`config.mk`:
```
export PLATFORM = sky130hd
export DESIGN_NAME = tmds_ddr_serializer_n
export DESIGN_NICKNAME = d
export VERILOG_FILES = /design/src/rtl/tmds_pkg.sv /design/src/rtl/tmds_lane_shifter.sv /design/src/rtl/tmds_ddr_serializer_n.sv
export SDC_FILE = /design/constraint.sdc
export NUM_CORES = 1
export LEC_CHECK = 0
export CAP_MARGIN = 20
export CORE_MARGIN = 10
export CORE_UTILIZATION = 48
export CTS_CLUSTER_DIAMETER = 60
export DETAILED_ROUTE_END_ITERATION = 6
export PLACE_DENSITY = 0.79
export REMOVE_ABC_BUFFERS = 1
export SLEW_MARGIN = 10
export SYNTH_ARGS = -nofsm -noshare
export SYNTH_HDL_FRONTEND = slang
export SYNTH_SLANG_ARGS = --single-unit
export TNS_END_PERCENT = 5
```
`constraint.sdc`:
```
create_clock -name clk -period 1.7 [get_ports clk]
set_clock_uncertainty 0.05 [all_clocks]
set_input_delay 0.34 -clock clk [delete_from_list [all_inputs] [get_ports clk]]
set_output_delay 0.34 -clock clk [all_outputs]
set_load 0.1 [all_outputs]
```
`src/rtl/tmds_pkg.sv`:
```
// rtl/tmds_pkg.sv - shared TMDS constants and helpers
package tmds_pkg;

  localparam int TMDS_TOKEN_W = 10;

  // The four TMDS control-period tokens, indexed by {c1, c0}
  localparam logic [9:0] CTRL_TOKEN_00 = 10'b1101010100;
  localparam logic [9:0] CTRL_TOKEN_01 = 10'b0010101011;
  localparam logic [9:0] CTRL_TOKEN_10 = 10'b0101010100;
  localparam logic [9:0] CTRL_TOKEN_11 = 10'b1010101011;

  function automatic logic [9:0] ctrl_token(input logic [1:0] c);
    case (c)
      2'b00:   return CTRL_TOKEN_00;
      2'b01:   return CTRL_TOKEN_01;
      2'b10:   return CTRL_TOKEN_10;
      default: return CTRL_TOKEN_11;
    endcase
  endfunction

  // Clock lane: high for the first half of the word, low for the second
  function automatic logic [63:0] clk_lane_pattern(input int unsigned token_w);
    return (64'd1 << (token_w / 2)) - 64'd1;
  endfunction

endpackage

```
`src/rtl/tmds_lane_shifter.sv`:
```
// rtl/tmds_lane_shifter.sv - one lane's load / shift-by-two register
module tmds_lane_shifter
  import tmds_pkg::*;
#(
  parameter int TOKEN_W = TMDS_TOKEN_W
) (
  input  logic               clk,
  input  logic               rst_n,
  input  logic               load,
  input  logic [TOKEN_W-1:0] din,
  input  logic               inv,
  output logic               ddr_even,
  output logic               ddr_odd
);

  logic [TOKEN_W-1:0] sreg;

  always_ff @(posedge clk) begin
    if (!rst_n) begin
      sreg <= '0;
    end else if (load) begin
      sreg <= din ^ {TOKEN_W{inv}};
    end else begin
      sreg <= {2'b00, sreg[TOKEN_W-1:2]};
    end
  end

  assign ddr_even = sreg[0];
  assign ddr_odd  = sreg[1];

endmodule

```
`src/rtl/tmds_ddr_serializer_n.sv`:
```
// rtl/tmds_ddr_serializer_n.sv - N-lane TMDS DDR serializer with handshake and resync
module tmds_ddr_serializer_n
  import tmds_pkg::*;
#(
  parameter int                 NUM_CHAN   = 3,
  parameter int                 TOKEN_W    = TMDS_TOKEN_W,
  parameter int                 CLK_LANE   = 1,
  parameter logic [TOKEN_W-1:0] IDLE_TOKEN = TOKEN_W'(ctrl_token(2'b00)),
  localparam int                LANES      = NUM_CHAN + CLK_LANE
) (
  input  logic                        clk,
  input  logic                        rst_n,
  input  logic [NUM_CHAN*TOKEN_W-1:0] tokens,
  input  logic                        tokens_valid,
  output logic                        tokens_ready,
  input  logic [LANES-1:0]            invert,
  input  logic                        resync,
  output logic                        underrun,
  input  logic                        underrun_clr,
  output logic [LANES-1:0]            ddr_even,
  output logic [LANES-1:0]            ddr_odd
);

  localparam int                 PHASES     = TOKEN_W / 2;
  localparam int                 PH_W       = (PHASES > 1) ? $clog2(PHASES) : 1;
  localparam logic [PH_W-1:0]    PHASE_LAST = PH_W'(PHASES - 1);
  localparam logic [63:0]        CLK_PAT_W  = clk_lane_pattern(unsigned'(TOKEN_W));
  localparam logic [TOKEN_W-1:0] CLK_PAT    = CLK_PAT_W[TOKEN_W-1:0];

  logic [PH_W-1:0] phase;
  logic            load;

  always_ff @(posedge clk) begin
    if (!rst_n) begin
      phase <= '0;
    end else if (resync) begin
      phase <= PHASE_LAST;
    end else if (phase == PHASE_LAST) begin
      phase <= '0;
    end else begin
      phase <= phase + 1'b1;
    end
  end

  assign tokens_ready = (phase == PHASE_LAST) && rst_n;
  assign load         = tokens_ready;

  // Set has priority over clear so an underrun is never silently lost
  always_ff @(posedge clk) begin
    if (!rst_n) begin
      underrun <= 1'b0;
    end else if (load && !tokens_valid) begin
      underrun <= 1'b1;
    end else if (underrun_clr) begin
      underrun <= 1'b0;
    end
  end

  for (genvar k = 0; k < LANES; k++) begin : g_lane
    logic [TOKEN_W-1:0] din;

    if (k < NUM_CHAN) begin : g_data
      assign din = tokens_valid ? tokens[k*TOKEN_W +: TOKEN_W] : IDLE_TOKEN;
    end else begin : g_clk
      assign din = CLK_PAT;
    end

    tmds_lane_shifter #(
      .TOKEN_W (TOKEN_W)
    ) u_shifter (
      .clk      (clk),
      .rst_n    (rst_n),
      .load     (load),
      .din      (din),
      .inv      (invert[k]),
      .ddr_even (ddr_even[k]),
      .ddr_odd  (ddr_odd[k])
    );
  end

endmodule
```
==> run metrics, run 1 <==
Data arrival, critical path=1.27 ns; CTS sink cnt=42; worst skew pair latency=0.29 ns; total power=2.17 mW; Port Buf Inserts=48; Die Y=83.4 um; Num CTS Buffers=5; CTS root buffer=clkbuf_8; vias in the first global route=1401; 1st-iter DRT viols=80; fin crit share=97.4%; slew margin rel.=77.6%; largest net degree at the start of global routing=37; power share of the sequential group=49.0%; synthesis-to-finish area growth=34.5%; Worst Setup SP=phase[0]; R2R setup slack=0.29 ns; share of layout cells above drive strength 1=16.7%; clock slew at reported path FFs=0.07 ns; std cell rows=22; mean post-synth cell area=9.05 um^2; number of max-cap violations=0; I/O pins=49; crit-path cells=inv_2 > ha_4 > and2_4 > nand2_4 > inv_4 > buf_12; P_leak=1.02 nW; Critical Path Fanout Max=3; DRC viols=0; Sw Pwr=0.602 mW; fin util=68.8%; Yosys reg bits=42; die width=83.4 um; clock power share=27.4%; Slowest-stage cell, CP=dfxtp_2; Core Region=0.00377 mm^2; CP required=1.31 ns; asr flop ratio synth=0%; net total in the final layout=299; gpl congestion=0.723; Mapped Area=0.00193 mm^2; Hold WC Path Type=flip-flop to flip-flop; initial antenna violation count=0; Mapped Cells=213; worst hold start=g_lane[1].u_shifter.sreg[8]; pre-CTS setup slack=0.0893 ns; fin. max-slew vios=0; DRT Pass-1 Iters=4; Routed Antenna Nets=0; crit path launch type=flip-flop; fin crit period=1.66 ns; CP endpoint kind=output port; FF-to-FF Start=phase[0]; Hold EP=g_lane[1].u_shifter.sreg[6]; PwrDens=838 mW/mm^2; Ant. Diodes=0; number of synthesized flops with an enable pin=0; CTS tree=done; hold path depth=2; Worst-Margin Slew=0.335 ns; switching share of power=27.7%; fin worst setup slack=0.0436 ns; yosys warns=0; worst r2r dst=g_lane[1].u_shifter.sreg[5]; Synth Flop Type=dfxtp_1; Congestion Overflow GR=0; peak supply drop=0.539 mV; Pint=1.57 mW; final WL=3730 um; first-pass GRT wire length=6310 um; Netlist cell types=30; GRT Util Overall=10.9%; Starting Density=51.1%; Logic pwr share=23.6%; DP HPWL=2710 um; H-tree depth=2; clk buf depth=2; Final Hold Fails=0; Largest stage delay, worst path=0.34 ns; RSZ-0062 raised after global routing=yes; setup violators final=0; Die Area=0.00695 mm^2; DR vias=1446; R2R depth=7; WL per Instance=12.2 um; register area share after synthesis=43.6%; Crit Path Category=flip-flop to output port; Via-to-Cell Ratio=4.73; hold_buf cts=0; filler instances=310; Peak Freq=604 MHz; status=complete, no violations
[state kept, by name (all words and copies together), names as in the netlist]
register and cells:
phase 3, g_lane.u_shifter.sreg 38, underrun 1
[cell families (layout without fill, tap and decap cells)]
| logic type | Yosys count | in the layout | synth area share (%) |
|---|---|---|---|
| mux | 1 | 1 | 0.584 |
| flops | 42 | 42 | 43.6 |
| xor+xnor | 30 | 30 | 13.6 |
| buf+inv | 28 | 73 | 9.93 |
| simple gates | 62 | 62 | 17.5 |
| compound gates | 48 | 48 | 13.5 |
| fa+ha+maj | 2 | 2 | 1.30 |
[worst max-delay path: cells and delay by family (launching register included)]
kind,cells,cell delay [ns]
DFF,1,0.34
and+or+nand+nor,2,0.25
buffers and inverters,3,0.23
adders and majority gates,1,0.15
[stage by stage]
| stage | std cells | setup TNS [ns] | hold slack, ns | cell area [um^2] |
|---|---|---|---|---|
| 2_1_floorplan | 189 | -1.60 | 0.361 | 1750 |
| 3_3_place_gp | 295 | 0 | 0.379 | 2470 |
| 3_5_place_dp | 295 | 0 | 0.390 | 2470 |
| 4_1_cts | 304 | 0 | 0.404 | 2580 |
| 5_1_grt | 306 | -0.0165 | 0.422 | 2590 |
| 6_report | 306 | 0 | 0.398 | 2590 |
[routing by layer]
| layer | share of wire (%) | track usage, % |
|---|---|---|
| met5 | 0 | 0 |
| met2 | 43 | 15.4 |
| met4 | 1.7 | 5.08 |
| met3 | 7.7 | 5.86 |
| met1 | 48 | 13.0 |
[cell usage after synthesis (2+ instances only)]
library cell / count / area share (%)
a21boi_0: 2 / 0.78
a21oi_1: 20 / 5.2
and2_1: 2 / 0.65
buf_2: 9 / 2.3
buf_4: 8 / 3.1
buf_6: 6 / 3.5
dfxtp_1: 42 / 44
ha_1: 2 / 1.3
inv_1: 4 / 0.78
nand2_1: 18 / 3.5
nand2b_1: 13 / 4.2
nand3_1: 9 / 2.3
nor2_1: 7 / 1.4
nor2b_1: 5 / 1.6
o21ai_0: 8 / 2.1
o21ai_1: 13 / 3.4
o21ai_2: 3 / 1.4
or2b_1: 2 / 0.78
xnor2_1: 15 / 6.8
xor2_1: 15 / 6.8
[power by group through the flow]
| stage | clock network (mW) | logic, mW | registers [mW] |
|---|---|---|---|
| floorplan | 0 | 0.168 | 1.18 |
| detailed placement | 0 | 0.501 | 1.09 |
| CTS | 0.617 | 0.514 | 1.07 |
| finish | 0.596 | 0.514 | 1.06 |
| global route | 0.659 | 0.557 | 1.07 |
| global placement | 0 | 0.496 | 1.09 |
[cells in the final DEF (no fill, tap or decap), drive strengths merged]
master	count
dfxtp	42
xnor2	15
and3b	1
o22ai	1
nand2	20
a21boi	2
inv	4
and2	2
a21oi	20
nor2b	5
and4b	1
ha	2
and3	1
xor2	15
nor2	7
clkdlybuf4s50	38
nand3	9
clkbuf	7
nor4b	1
or2b	2
buf	24
o21ai	24
mux2	1
nand2b	13
o21a	1
[how the worst max path moves through the flow]
stage | to | slack [ns] | cells past startpoint
5_1_grt | tokens_ready | -0.02 | 6
3_3_place_gp | tokens_ready | 0.1 | 4
2_1_floorplan | tokens_ready | -0.82 | 5
4_1_cts | tokens_ready | 0.01 | 6
3_5_place_dp | g_lane[1].u_shifter.sreg[5] | 0.09 | 4
6_report | tokens_ready | 0.04 | 6
[area by class of cell]
cell class	count	area, um^2	share of cell area (%)
clock buffer	7	76.3	2.94
timing repair buffer	62	686	26.4
multi-input combinational	143	911	35.1
tap	48	60.1	2.32
sequential	42	843	32.5
inverter	4	17.5	0.675
[repair_timing]
item / 4_1_cts / 5_1_grt
setup buffers: 2 / 2
resized for setup: 8 / 1
cloned: 0 / 0
pin swaps: 1 / 1
setup endpoints to repair: 1 / 1
No activity file was read; power rests on OpenSTA's default activity.
==> run 2: changes to the inputs <==
Settings changed: CORE_UTILIZATION 48 to 52, PLACE_DENSITY 0.79 to 0.84.
Clock period 1.7 ns to 2.02 ns, I/O delays scaled along.
==> run 2 against run 1 <==
  * Register-to-register slack better by 0.15 ns
  * Largest power group unchanged
  * First-iteration DRC count down 21%
  * Die area down 5.9%
  * Power down 15%
  * Worst setup slack better by 0.085 ns
  * Final cell count down 2.0%
  * Cell area down 5.9%
  * Largest cell class unchanged
  * Sequential power down 16%
  * Combinational power down 24%
  * Critical path depth unchanged
==> run metrics, run 2 (synthesized netlist as in run 1, its figures left out) <==
status=complete, no violations (unchanged); Critical Path Fanout Max=4 (was 3); Peak Freq=529 MHz; Most flops, register=g_lane.u_shifter.sreg (unchanged); Core Region=0.00363 mm^2 (was 0.00377 mm^2); crit-path cells=inv_1 > ha_1 > and2_1 > nand2_4 > inv_1 > buf_12 (was inv_2 > ha_4 > and2_4 > nand2_4 > inv_4 > buf_12); total power=1.84 mW (was 2.17 mW); Largest stage delay, worst path=0.36 ns (was 0.34 ns); CP endpoint kind=output port (unchanged); GRT Util Overall=11.9% (was 10.9%); Port Buf Inserts=48 (unchanged); fin crit share=93.6%; most frequent cells in the layout=dfxtp_1, clkdlybuf4s50_1, a21oi_1, nand2_1 (unchanged); DP Area=0.00234 mm^2 (was 0.00247 mm^2); crit path launch type=flip-flop (unchanged); max FFs per register=38 (unchanged); Via-to-Cell Ratio=4.89 (was 4.73); most used cell, CP=inv_1; Slowest-stage cell, CP=dfxtp_2 (unchanged); initial antenna violation count=0 (unchanged); slew margin rel.=77.3% (was 77.6%); CTS sink cnt=42 (unchanged); Die Area=0.00654 mm^2 (was 0.00695 mm^2); DRC viols=0 (unchanged); fin crit period=1.89 ns; number of max-cap violations=0 (unchanged); DR vias=1468 (was 1446); setup repair bufs after CTS=0 (was 2); Crit Path Category=flip-flop to output port (unchanged); clock slew at reported path FFs=0.08 ns (was 0.07 ns); worst skew pair latency=0.29 ns (about the same); Pint=1.32 mW (was 1.57 mW); Starting Density=53.1% (was 51.1%); hold_buf cts=0 (unchanged); 1st-iter DRT viols=63 (was 80); power share of the sequential group=48.4% (was 49.0%); area of the multi-input gates=896 um^2 (was 911 um^2); Inst Count DP=292 (was 295); DP HPWL=2720 um (was 2710 um); Logic pwr share=21.3% (was 23.6%); PwrDens=753 mW/mm^2 (was 838 mW/mm^2); Sw Pwr=0.521 mW (was 0.602 mW); Hold WC Path Type=flip-flop to flip-flop (unchanged); synthesis-to-finish area growth=26.6% (was 34.5%); CTS root buffer=clkbuf_8 (unchanged); pre-CTS setup slack=0.268 ns (was 0.0893 ns); DRT Pass-1 Iters=4 (unchanged); gpl congestion=0.698 (was 0.723); Num CTS Buffers=5 (unchanged); TNS Setup=0 ns (unchanged); RSZ-0062 raised after global routing=no (was yes); Hold Worst Slack=0.405 ns (was 0.398 ns); peak supply drop=0.495 mV (was 0.539 mV); Data arrival, critical path=1.44 ns (was 1.27 ns); first-pass GRT wire length=6200 um (was 6310 um); Congestion Overflow GR=0 (unchanged); P_leak=0.975 nW (was 1.02 nW); clk buf depth=2 (unchanged); Worst-Margin Slew=0.340 ns (was 0.335 ns); filler instances=315 (was 310); H-tree depth=2 (unchanged); fin worst setup slack=0.129 ns (was 0.0436 ns); vias in the first global route=1353 (was 1401); Post-Layout Inst Area=0.00244 mm^2 (was 0.00259 mm^2); switching share of power=28.3% (was 27.7%); setup violators final=0 (unchanged); fin. max-slew vios=0 (unchanged); Die Y=80.9 um (was 83.4 um); Top Registers=g_lane.u_shifter.sreg: 38 flops, phase: 3 flops, underrun: 1 flops (unchanged); Finished Layout Cells=300 (was 306); commonest non-fill, non-tap cell in the layout=dfxtp_1 (unchanged); WL per Instance=12.9 um (was 12.2 um); Ant. Diodes=0 (unchanged); clock power share=30.3% (was 27.4%); largest net degree at the start of global routing=37 (unchanged); Final Hold Fails=0 (unchanged); Routed Antenna Nets=0 (unchanged); CP required=1.57 ns (was 1.31 ns); CTS tree=done (unchanged); worst path bufs/invs=3 (unchanged); die width=80.9 um (was 83.4 um); std cell rows=22 (unchanged); final WL=3860 um (was 3730 um); net total in the final layout=292 (was 299); Sequential Area=842 um^2 (was 843 um^2); share of layout cells above drive strength 1=13.1% (was 16.7%); fin util=67.2% (was 68.8%); I/O pins=49 (unchanged); delay-heaviest family, CP=flip-flops (unchanged)
-- run 2: changes by cell type in the layout (fill, tap and decap cells not counted), moves of 2 or more --
cell      before  now
buf_12        10    2
clkbuf_1       2    0
inv_1          1    4
inv_2          2    0
-- run 2: path summary, 6_finish.rpt --
kind	depth (start not counted)	to	startpoint	slack [ns]
max	6	tokens_ready	phase[0]	0.13
min	2	g_lane[0].u_shifter.sreg[6]	g_lane[0].u_shifter.sreg[8]	0.40
max reg2reg	6	g_lane[1].u_shifter.sreg[3]	phase[0]	0.44
min reg2reg	2	g_lane[0].u_shifter.sreg[6]	g_lane[0].u_shifter.sreg[8]	0.40
-- run 2: layout make-up --
type                            count  share of cell area (%)
Multi-Input combinational cell    143                    36.7
Sequential cell                    42                    34.5
Timing Repair Buffer               55                    21.8
Clock buffer                        6                    3.38
Tap cell                           48                    2.46
Inverter                            4                   0.615
Clock inverter                      2                   0.513
-- run 2: power by group through the flow --
stage                     Clock (mW)  Sequential [mW]  Combinational, mW
after floorplan                    0            0.993              0.141
after global placement             0            0.907              0.386
after detailed placement           0            0.909              0.392
after CTS                      0.570            0.890              0.394
after global routing           0.603            0.894              0.422
final                          0.557            0.890              0.391
-- run 2: tightest hold or removal path: stages, from the launching register on --
cell and delay [ns]:
dfxtp_1 0.31, nand3_1 0.05, o21ai_0 0.06
-- run 2: what timing repair did --
action                                 CTS  global route
setup endpoints to repair                0             1
resized for setup                        0             1
endpoints found under the hold margin    0             0
-- run 2: per-layer routing --
layer,global-route usage (%),part of all wire [%]
met5,0,0
met4,4.50,1.3
met1,13.3,44
met2,18.9,46
met3,6.29,8.5
==> run 3: changes to the inputs <==
Settings changed: MAX_ROUTING_LAYER set to met4.
==> run 3 against run 2 <==
  * Clock power rose by 0.7%
  * Wire length rose by 0.54%
  * Highest routed layer unchanged
  * Sequential power barely moved
==> run metrics, run 3 (synthesized netlist as in run 1, its figures left out) <==
status=complete, no violations (unchanged); DRT Pass-1 Iters=4 (unchanged); Data arrival, critical path=1.44 ns (about the same); RSZ-0062 raised after global routing=no (unchanged); Slowest-stage cell, CP=dfxtp_2 (unchanged); crit path launch type=flip-flop (unchanged); FF-to-FF Start=phase[0] (unchanged); 1st-iter DRT viols=69 (was 63); Routed Antenna Nets=0 (unchanged); number of max-cap violations=0 (unchanged); PwrDens=755 mW/mm^2 (was 753 mW/mm^2); CP required=1.57 ns (about the same); worst path bufs/invs=3 (unchanged); initial antenna violation count=0 (unchanged); gpl congestion=0.706 (was 0.698); Top Registers=g_lane.u_shifter.sreg: 38 flops, phase: 3 flops, underrun: 1 flops (unchanged); Worst-Margin Slew=0.344 ns (was 0.340 ns); Hold WC Path Type=flip-flop to flip-flop (unchanged); Port Buf Inserts=48 (unchanged); setup repair bufs after CTS=0 (unchanged); CP endpoint kind=output port (unchanged); Worst Setup SP=phase[0] (unchanged); Die Y=80.9 um (unchanged); clk buf depth=2 (unchanged); Critical Path Fanout Max=4 (unchanged); fin util=67.2% (unchanged); most used cell, CP=inv_1 (unchanged); Hold Worst Slack=0.404 ns (was 0.405 ns); Num CTS Buffers=5 (unchanged); Core Region=0.00363 mm^2 (unchanged); die width=80.9 um (unchanged); Finished Layout Cells=300 (unchanged); final WL=3880 um (was 3860 um); Ant. Diodes=0 (unchanged); largest net degree at the start of global routing=37 (unchanged); first-pass GRT wire length=6210 um (was 6200 um); P_leak=0.975 nW (unchanged); filler instances=315 (unchanged); std cell rows=22 (unchanged); hold path depth=2 (unchanged); Crit Path Category=flip-flop to output port (unchanged); Via-to-Cell Ratio=4.89 (about the same); WL per Instance=12.9 um (about the same); fin crit period=1.89 ns (about the same); CTS root buffer=clkbuf_8 (unchanged); clock slew at reported path FFs=0.08 ns (about the same); DP Area=0.00234 mm^2 (unchanged); Peak Freq=528 MHz (was 529 MHz); total power=1.84 mW (about the same); worst skew pair latency=0.30 ns (was 0.29 ns); Most flops, register=g_lane.u_shifter.sreg (unchanged); critical path depth=6 (unchanged); most frequent cells in the layout=dfxtp_1, clkdlybuf4s50_1, a21oi_1, nand2_1 (unchanged); crit path capture=tokens_ready (unchanged); TNS Setup=0 ns (unchanged); Die Area=0.00654 mm^2 (unchanged); GRT Util Overall=12.3% (was 11.9%); setup violators final=0 (unchanged); CTS sink cnt=42 (unchanged); pre-CTS setup slack=0.268 ns (unchanged); R2R setup slack=0.44 ns (about the same); DR vias=1467 (was 1468); Largest stage delay, worst path=0.36 ns (about the same); Congestion Overflow GR=0 (unchanged); Final Hold Fails=0 (unchanged); fin worst setup slack=0.127 ns (was 0.129 ns); Starting Density=53.1% (unchanged); Post-Layout Inst Area=0.00244 mm^2 (unchanged); fin. max-slew vios=0 (unchanged); worst r2r dst=g_lane[1].u_shifter.sreg[3] (unchanged); slew margin rel.=77.0% (was 77.3%); synthesis-to-finish area growth=26.6% (unchanged); commonest non-fill, non-tap cell in the layout=dfxtp_1 (unchanged); hold_buf cts=0 (unchanged); R2R depth=6 (unchanged); max FFs per register=38 (unchanged); DRC viols=0 (unchanged); vias in the first global route=1351 (was 1353); CTS tree=done (unchanged); H-tree depth=2 (unchanged); peak supply drop=0.495 mV (about the same); crit-path cells=inv_1 > ha_1 > and2_1 > nand2_4 > inv_1 > buf_12 (unchanged); delay-heaviest family, CP=flip-flops (unchanged); DP HPWL=2720 um (unchanged); fin crit share=93.7% (was 93.6%); I/O pins=49 (unchanged); Inst Count DP=292 (unchanged); share of layout cells above drive strength 1=13.1% (unchanged); net total in the final layout=292 (unchanged); post-CTS resize count=0 (unchanged)
==> run 3: cell counts in the layout (fill, tap and decap cells not counted) <==
Identical to the previous run, type by type.
==> run 3: worst min-delay path: stages, from the launching register on <==
cell and delay, ns:
dfxtp_1 0.31, nand3_1 0.06, o21ai_0 0.06
==> run 3: cell type report <==
cell class                 instances  area (um^2)  area share [%]
inverter                           4         15.0           0.615
sequential                        42          842            34.5
timing repair buffer              55          533            21.8
clock buffer                       6         82.6            3.38
tap                               48         60.1            2.46
clock inverter                     2         12.5           0.513
multi-input combinational        143          896            36.7
==> run 3: worst min path at each step <==
stage	from	to
4_1_cts	g_lane[0].u_shifter.sreg[8]	g_lane[0].u_shifter.sreg[6]
3_5_place_dp	g_lane[0].u_shifter.sreg[6]	g_lane[0].u_shifter.sreg[4]
6_report	g_lane[1].u_shifter.sreg[6]	g_lane[1].u_shifter.sreg[4]
2_1_floorplan	g_lane[0].u_shifter.sreg[4]	g_lane[0].u_shifter.sreg[2]
3_3_place_gp	g_lane[0].u_shifter.sreg[8]	g_lane[0].u_shifter.sreg[6]
5_1_grt	phase[0]	phase[0]
==> run 3: per-layer routing <==
layer | part of all wire (%) | track usage (%) | vias to the layer above
met2 | 46 | 18.8 | 42
met1 | 45 | 13.8 | 660
met5 | 0 | - | -
met3 | 7.5 | 5.63 | 6
li1 | - | - | 759
met4 | 1.3 | 4.50 | 0
==> run 3: where the power goes <==
group | switching [mW] | internal (mW)
Combinational | 0.224 | 0.168
Sequential | 0.0147 | 0.875
Clock | 0.286 | 0.274
Total | 0.525 | 1.32
